## config.mk

```make
export PLATFORM = sky130hd
export DESIGN_NAME = tile_reader
export DESIGN_NICKNAME = d
export VERILOG_FILES = /design/src/rtl/tile_pkg.sv /design/src/rtl/tile_skid_fifo.sv /design/src/rtl/tile_reader.sv
export SDC_FILE = /design/constraint.sdc
export NUM_CORES = 1
export LEC_CHECK = 0
export ABC_AREA = 1
export CAP_MARGIN = 10
export CORE_AREA = 2 2 114 116
export CTS_CLUSTER_SIZE = 24
export DETAILED_ROUTE_END_ITERATION = 6
export DIE_AREA = 0 0 116 118
export SLEW_MARGIN = 20
export SYNTH_ARGS = -nofsm -noshare
export SYNTH_HDL_FRONTEND = slang
export SYNTH_HIERARCHICAL = 1
export SYNTH_SLANG_ARGS = --single-unit
```

## constraint.sdc

```tcl
create_clock -name clk -period 1.7 [get_ports clk]
set_input_delay 0.34 -clock clk [delete_from_list [all_inputs] [get_ports clk]]
set_output_delay 0.34 -clock clk [all_outputs]
set_load 0.005 [all_outputs]
```

## src/rtl/tile_pkg.sv

```systemverilog
// Shared types and helpers for the tile reader and its skid FIFO.
package tile_pkg;

  // Scan engine states.
  typedef enum logic [1:0] {
    IDLE  = 2'd0,
    RUN   = 2'd1,
    DRAIN = 2'd2
  } state_e;

  // Frame markers carried with every beat. The parameter-dependent beat
  // (data, pixel, slice, flags) is assembled from this inside the reader.
  typedef struct packed {
    logic sof;
    logic eol;
    logic eof;
  } beat_flags_t;

  // clog2 that never returns 0, so a 1-wide dimension still gets a 1-bit field.
  function automatic int clog2_min1(input int n);
    return (n <= 1) ? 1 : $clog2(n);
  endfunction

endpackage

```

## src/rtl/tile_skid_fifo.sv

```systemverilog
// Two-entry valid/ready skid FIFO. The head entry drives the output and
// stays stable until popped. A push while full without a pop is dropped,
// so producers gate pushes with count_o.
module tile_skid_fifo #(
  parameter int W = 8
) (
  input  logic         clk,
  input  logic         rst,
  input  logic         in_valid_i,
  input  logic [W-1:0] in_data_i,
  output logic         out_valid_o,
  input  logic         out_ready_i,
  output logic [W-1:0] out_data_o,
  output logic [1:0]   count_o
);

  logic [W-1:0] head_q, head_d;
  logic [W-1:0] tail_q, tail_d;
  logic [1:0]   count_q, count_d;
  logic         pop;

  assign pop         = out_valid_o && out_ready_i;
  assign out_valid_o = (count_q != 2'd0);
  assign out_data_o  = head_q;
  assign count_o     = count_q;

  // Slot update: head always holds the oldest entry, tail the younger one.
  always_comb begin
    // NOTE: every signal gets a default first so no path leaves it unassigned (no latch).
    head_d  = head_q;
    tail_d  = tail_q;
    count_d = count_q;
    unique case (count_q)
      2'd0: begin
        if (in_valid_i) begin
          head_d  = in_data_i;
          count_d = 2'd1;
        end
      end
      2'd1: begin
        if (in_valid_i && pop) begin
          head_d = in_data_i;
        end else if (in_valid_i) begin
          tail_d  = in_data_i;
          count_d = 2'd2;
        end else if (pop) begin
          count_d = 2'd0;
        end
      end
      2'd2: begin
        if (pop) begin
          head_d = tail_q;
          if (in_valid_i) tail_d = in_data_i;
          else            count_d = 2'd1;
        end
      end
      default: count_d = 2'd0;
    endcase
  end

  // Slot registers.
  always_ff @(posedge clk or posedge rst) begin
    // NOTE: storage is reset too, because the head drives outputs that must read 0 in reset.
    if (rst) begin
      head_q  <= '0;
      tail_q  <= '0;
      count_q <= 2'd0;
    end else begin
      // NOTE: non-blocking assignments so every register samples pre-edge values.
      head_q  <= head_d;
      tail_q  <= tail_d;
      count_q <= count_d;
    end
  end

endmodule

```

## src/rtl/tile_reader.sv

```systemverilog
// Read-side scan engine: walks a WIDTH x HEIGHT tile in a synchronous-read
// buffer and streams it out with pixel/slice tags and frame markers.
// Optional TILE_READER_TRANSPOSE_EN adds a 'transpose' input selecting a
// column-major scan for the frame.
module tile_reader
  import tile_pkg::*;
#(
  parameter  int WIDTH  = 32,
  parameter  int HEIGHT = 32,
  parameter  int DATA_W = 16,
  parameter  int ADDR_W = clog2_min1(WIDTH * HEIGHT),
  localparam int PW     = clog2_min1(WIDTH),
  localparam int SW     = clog2_min1(HEIGHT)
) (
  input  logic              clk,
  input  logic              rst,
  input  logic              start,
`ifdef TILE_READER_TRANSPOSE_EN
  input  logic              transpose,
`endif
  output logic              busy,
  output logic              done,
  output logic              mem_rd_en,
  output logic [ADDR_W-1:0] mem_rd_addr,
  input  logic [DATA_W-1:0] mem_rd_data,
  output logic              m_valid,
  input  logic              m_ready,
  output logic [DATA_W-1:0] m_data,
  output logic [PW-1:0]     m_pixel,
  output logic [SW-1:0]     m_slice,
  output logic              m_sof,
  output logic              m_eol,
  output logic              m_eof
);

  localparam logic [PW-1:0] PIX_LAST = PW'(WIDTH - 1);
  localparam logic [SW-1:0] SLC_LAST = SW'(HEIGHT - 1);

  typedef struct packed {
    logic [DATA_W-1:0] data;
    logic [PW-1:0]     pixel;
    logic [SW-1:0]     slice;
    beat_flags_t       flags;
  } beat_t;

  state_e            state_q, state_d;
  logic [PW-1:0]     pix_q, pix_d;
  logic [SW-1:0]     slc_q, slc_d;
  logic [ADDR_W-1:0] addr_q, addr_d;
  logic              done_q, done_d;
  logic              rd_en, accept, last_rd, col_major, pop, credit_ok;
  logic              pend_q;
  logic [PW-1:0]     pix_tag_q;
  logic [SW-1:0]     slc_tag_q;
  beat_flags_t       flags_tag_q, flags_now;
  logic [1:0]        fifo_count;
  logic              fifo_valid;
  beat_t             push_beat, head_beat;

`ifdef TILE_READER_TRANSPOSE_EN
  logic tr_q, tr_d;
  assign col_major = tr_q;
`else
  assign col_major = 1'b0;
`endif

  assign accept  = (state_q == IDLE) && start;
  assign last_rd = (pix_q == PIX_LAST) && (slc_q == SLC_LAST);
  assign pop     = fifo_valid && m_ready;
  // Occupancy is counted after this cycle's pop, so a steady stream keeps
  // one read in flight and one beat in the FIFO: one beat per cycle.
  assign credit_ok = ((fifo_count - {1'b0, pop}) + {1'b0, pend_q}) < 2'd2;

  assign flags_now.sof = (pix_q == '0) && (slc_q == '0);
  assign flags_now.eol = col_major ? (slc_q == SLC_LAST) : (pix_q == PIX_LAST);
  assign flags_now.eof = last_rd;

  // FSM next state, read enable and end-of-frame pulse.
  always_comb begin
    state_d = state_q;
    rd_en   = 1'b0;
    done_d  = 1'b0;
    unique case (state_q)
      IDLE: if (start) state_d = RUN;
      RUN: begin
        rd_en = credit_ok;
        if (credit_ok && last_rd) state_d = DRAIN;
      end
      DRAIN: begin
        if (pop && (fifo_count == 2'd1) && !pend_q) begin
          state_d = IDLE;
          done_d  = 1'b1;
        end
      end
      default: state_d = IDLE;
    endcase
  end

  // Scan position and running address of the next read.
  always_comb begin
    pix_d  = pix_q;
    slc_d  = slc_q;
    addr_d = addr_q;
`ifdef TILE_READER_TRANSPOSE_EN
    tr_d   = accept ? transpose : tr_q;
`endif
    if (accept || (rd_en && last_rd)) begin
      pix_d  = '0;
      slc_d  = '0;
      addr_d = '0;
    end else if (rd_en && col_major) begin
      if (slc_q == SLC_LAST) begin
        slc_d  = '0;
        pix_d  = pix_q + PW'(1);
        addr_d = ADDR_W'(pix_q) + ADDR_W'(1);
      end else begin
        slc_d  = slc_q + SW'(1);
        addr_d = addr_q + ADDR_W'(WIDTH);
      end
    end else if (rd_en) begin
      addr_d = addr_q + ADDR_W'(1);
      if (pix_q == PIX_LAST) begin
        pix_d = '0;
        slc_d = slc_q + SW'(1);
      end else begin
        pix_d = pix_q + PW'(1);
      end
    end
  end

  // Control and scan registers.
  always_ff @(posedge clk or posedge rst) begin
    if (rst) begin
      state_q <= IDLE;
      done_q  <= 1'b0;
      pix_q   <= '0;
      slc_q   <= '0;
      addr_q  <= '0;
`ifdef TILE_READER_TRANSPOSE_EN
      tr_q    <= 1'b0;
`endif
    end else begin
      state_q <= state_d;
      done_q  <= done_d;
      pix_q   <= pix_d;
      slc_q   <= slc_d;
      addr_q  <= addr_d;
`ifdef TILE_READER_TRANSPOSE_EN
      tr_q    <= tr_d;
`endif
    end
  end

  // Tags travel one cycle alongside the buffer's read latency.
  always_ff @(posedge clk or posedge rst) begin
    if (rst) begin
      pend_q      <= 1'b0;
      pix_tag_q   <= '0;
      slc_tag_q   <= '0;
      flags_tag_q <= '0;
    end else begin
      pend_q <= rd_en;
      if (rd_en) begin
        pix_tag_q   <= pix_q;
        slc_tag_q   <= slc_q;
        flags_tag_q <= flags_now;
      end
    end
  end

  assign push_beat = '{data: mem_rd_data, pixel: pix_tag_q, slice: slc_tag_q, flags: flags_tag_q};

  tile_skid_fifo #(
    .W($bits(beat_t))
  ) u_fifo (
    .clk         (clk),
    .rst         (rst),
    .in_valid_i  (pend_q),
    .in_data_i   (push_beat),
    .out_valid_o (fifo_valid),
    .out_ready_i (m_ready),
    .out_data_o  (head_beat),
    .count_o     (fifo_count)
  );

  assign busy        = (state_q != IDLE);
  assign done        = done_q;
  assign mem_rd_en   = rd_en;
  assign mem_rd_addr = addr_q;
  assign m_valid     = fifo_valid;
  assign m_data      = head_beat.data;
  assign m_pixel     = head_beat.pixel;
  assign m_slice     = head_beat.slice;
  assign m_sof       = head_beat.flags.sof;
  assign m_eol       = head_beat.flags.eol;
  assign m_eof       = head_beat.flags.eof;

endmodule

```

==> summary.md <==
| Metric | Value |
|---|---|
| Post-route setup slack | -367.4 ps |
| Count of cell types in the netlist | 29 |
| Share of layout cells above drive strength 1 | 19.64% |
| Number of placed I/O pins | 63 |
| PortBufs | 62 |
| TritonCTS clock tree | built |
| Largest net degree at the start of global routing | 59 |
| Cell taking the most area after synthesis | dfrtp_1 |
| CTS H-tree depth | 3 |
| WP data arrival | 1730 ps |
| Root buffer cell | clkbuf_16 |
| Crit path capture type | primary output |
| Worst-Skew Late Latency | 340 ps |
| DR vias/cell | 4.831 |
| Max_cap viols | 0 |
| Synth-to-Final Area Change | 36.00% |
| Top-area cell type share of the netlist area | 49.78% |
| Routed len/inst | 13.37 um |
| Core Box Area | 12,410 um^2 |
| Skew final | 6.823 ps |
| Worst Hold Class | in -> async |
| Syn nets | 647 |
| Gp weighted congestion | 0.8118 |
| Vias in the first global route | 4,390 |
| Initial DRC Count | 316 |
| Die Footprint | 13,690 um^2 |
| Max_slew headroom | 64.51% |
| Fin crit period | 2067 ps |
| Yosys reg bits | 97 |
| Nets@finish | 747 |
| Syn_area_per_cell | 7.877 um^2 |
| Die W | 116 um |
| DIE HEIGHT | 118 um |
| Synth Cell Area | 4876 um^2 |
| HPWL after DPL | 7.786 mm |
| Final hold viol count | 0 |
| CTS sink cnt | 97 |
| Setup-failing EPs final | 35 |
| Synthesized instance count | 619 |
| Initial Util | 39.28% |
| CP Class | reg -> out |
| Post-route ant nets | 0 |
| Status | complete, but fails checks |
| Pwr Density | 1901 nW/um^2 |
| Clock buffer count from CTS | 9 |
| Final setup TNS | -7037 ps |
| WP data required | 1360 ps |
| Leakage Power | 3.427 nW |
| Sequential share of the synthesized area | 49.78% |
| Pins over their slew limit | 0 |
| Max Freq | 483.7 MHz |
| Layout Cells excl Fill | 895 |
| CTS Buffer Depth | 2 |
| Total Wirelength | 11.97 mm |
| First-pass GRT wire length | 20.66 mm |
| Cells after DPL | 864 |
| Worst slew pin tran | 531.0 ps |
| DRT Pass-1 Iters | 6 |
| Clock-pin transition on the worst setup and hold timing paths | 60 ps |
| Unrepaired setup endpoints after global routing | true |
| Worst ir drop on vdd | 0.8828 mV |
| Ranking of synthesized cells by area | dfrtp_1, nand2_1, nand3_1, inv_1, o21ai_2 |
| GRT Util Overall | 18.66% |
| Drt drc | 0 |
| Violated checks | setup timing |
| Vias | 4,324 |
| Startpoint type of the worst setup path | flop |
| Tot Pwr | 12.60 mW |
| Crit share post-route | 121.6% |
| GR Overflow Total | 0 |
| N_diodes | 0 |
| CP max FO | 2 |
| Rows | 41 |
| Post-layout util | 53.42% |
| Initial antenna violation count | 0 |
| CTS Hold Buffers Added | 0 |
| Ys Warns | 6 |
## per-stage QoR
step	hold slack (ps)	area, um^2	setup WS (ps)
after floorplan	442.2	4936	-114.9
after global placement	452.2	6006	-760.1
after detailed placement	458.9	6006	-759.9
after CTS	265.3	6550	-427.3
after global routing	277.7	6631	-458.5
final	273.9	6631	-367.4
## critical path, stage by stage (launching register included)
cell and delay [ps]:
dfrtp_1 400, nor2_4 120, inv_2 50, nand2_2 60
inv_2 50, ha_4 250, inv_2 50, nand2_2 50
nand3_2 60, nand2_2 80, nor2_4 100, buf_2 120
## logic make-up (layout without fill, tap and decap cells)
group,after synthesis,after routing,share of synthesized area (%)
and+or+nand+nor,407,410,35.69
DFF,97,97,49.78
xor gates and xnor gates,3,3,0.5390
adders and majority gates,8,8,2.053
buffers and inverters,74,175,7.390
AOI/OAI and AO/OA,30,30,4.542
## metal layers
layer  global-route usage [%]  wire [um]
met4                    5.580        109
met5                        0          0
met1                    23.18       5181
met3                    4.428        568
met2                    31.94       6108
## final cells by class
| cell class | count | area [um^2] |
|---|---|---|
| fill | 1202 | 5783 |
| sequential | 97 | 2436 |
| clock buffer | 12 | 236.5 |
| tap | 172 | 215.2 |
| clock inverter | 3 | 42.54 |
| inverter | 45 | 175.2 |
| timing repair buffer | 115 | 1245 |
| multi-input combinational | 451 | 2281 |
## worst paths after layout
kind	slack [ps]	endpoint	startpoint	cells past startpoint
min in group clk	470	u_fifo/out_data_o[13]$_DFFE_PP0P_	u_fifo/out_data_o[13]$_DFFE_PP0P_	2
worst min register to register	470	u_fifo/out_data_o[13]$_DFFE_PP0P_	u_fifo/out_data_o[13]$_DFFE_PP0P_	2
worst min-delay path	270	u_fifo/count_o[0]$_DFFE_PP0P_	rst	2
worst max register to register	-260	slc_tag_q[4]$_DFFE_PP0P_	u_fifo/count_o[0]$_DFFE_PP0P_	15
worst max-delay path	-370	mem_rd_en	u_fifo/count_o[0]$_DFFE_PP0P_	11
max in group asynchronous	940	u_fifo/tail_q[11]$_DFFE_PP0P_	rst	3
## placed cells by master (no fill, tap or decap), types with 6 or more instances in the layout
master / netlist / routed
dfrtp_1: 97 / 90
inv_1: 41 / 34
a21oi_2: 2 / 6
inv_2: 4 / 9
nor2_1: 22 / 20
nor2_4: 2 / 6
nand2_1: 283 / 272
nand3_1: 71 / 67
clkdlybuf4s50_1: 0 / 59
nand2_2: 2 / 12
o21ai_2: 12 / 13
buf_12: 0 / 13
ha_1: 8 / 7
nand4_1: 15 / 15
buf_4: 10 / 34
dfrtp_2: 0 / 7
clkbuf_16: 0 / 9
## synthesized netlist by cell type
cell	n
a21oi_1	5
a21oi_2	2
buf_1	1
buf_2	12
buf_4	10
buf_6	4
clkbuf_1	2
dfrtp_1	97
ha_1	8
inv_1	41
inv_2	4
nand2_1	283
nand2_2	2
nand2_4	3
nand3_1	71
nand3_2	3
nand3_4	1
nand4_1	15
nor2_1	22
nor2_2	4
nor2_4	2
nor3_1	1
o21ai_0	6
o21ai_1	1
o21ai_2	12
o21bai_1	2
o21bai_2	1
o31ai_2	1
xor2_1	3
## flip-flops by register name (all words and copies together), names as in the netlist
register           cells
u_fifo/out_data_o     29
u_fifo/tail_q         29
mem_rd_addr           10
pix_q                  5
pix_tag_q              5
slc_q                  5
slc_tag_q              5
flags_tag_q            3
state_q                2
u_fifo/count_o         2
done                   1
pend_q                 1
## report_power, final
part | leakage, nW | internal, mW | total [mW] | switching (mW)
Sequential | 1.25 | 3.03 | 3.50 | 0.471
Combinational | 2.04 | 3.42 | 7.12 | 3.70
Clock | 0.133 | 1.13 | 1.98 | 0.847
## what timing repair did
action	in CTS	in global routing
pin swaps	10	7
gates resized for setup	30	17
gates cloned	6	0
setup endpoints to repair	38	46
buffers inserted	5	5
No activity file was read; power rests on OpenSTA's default activity.
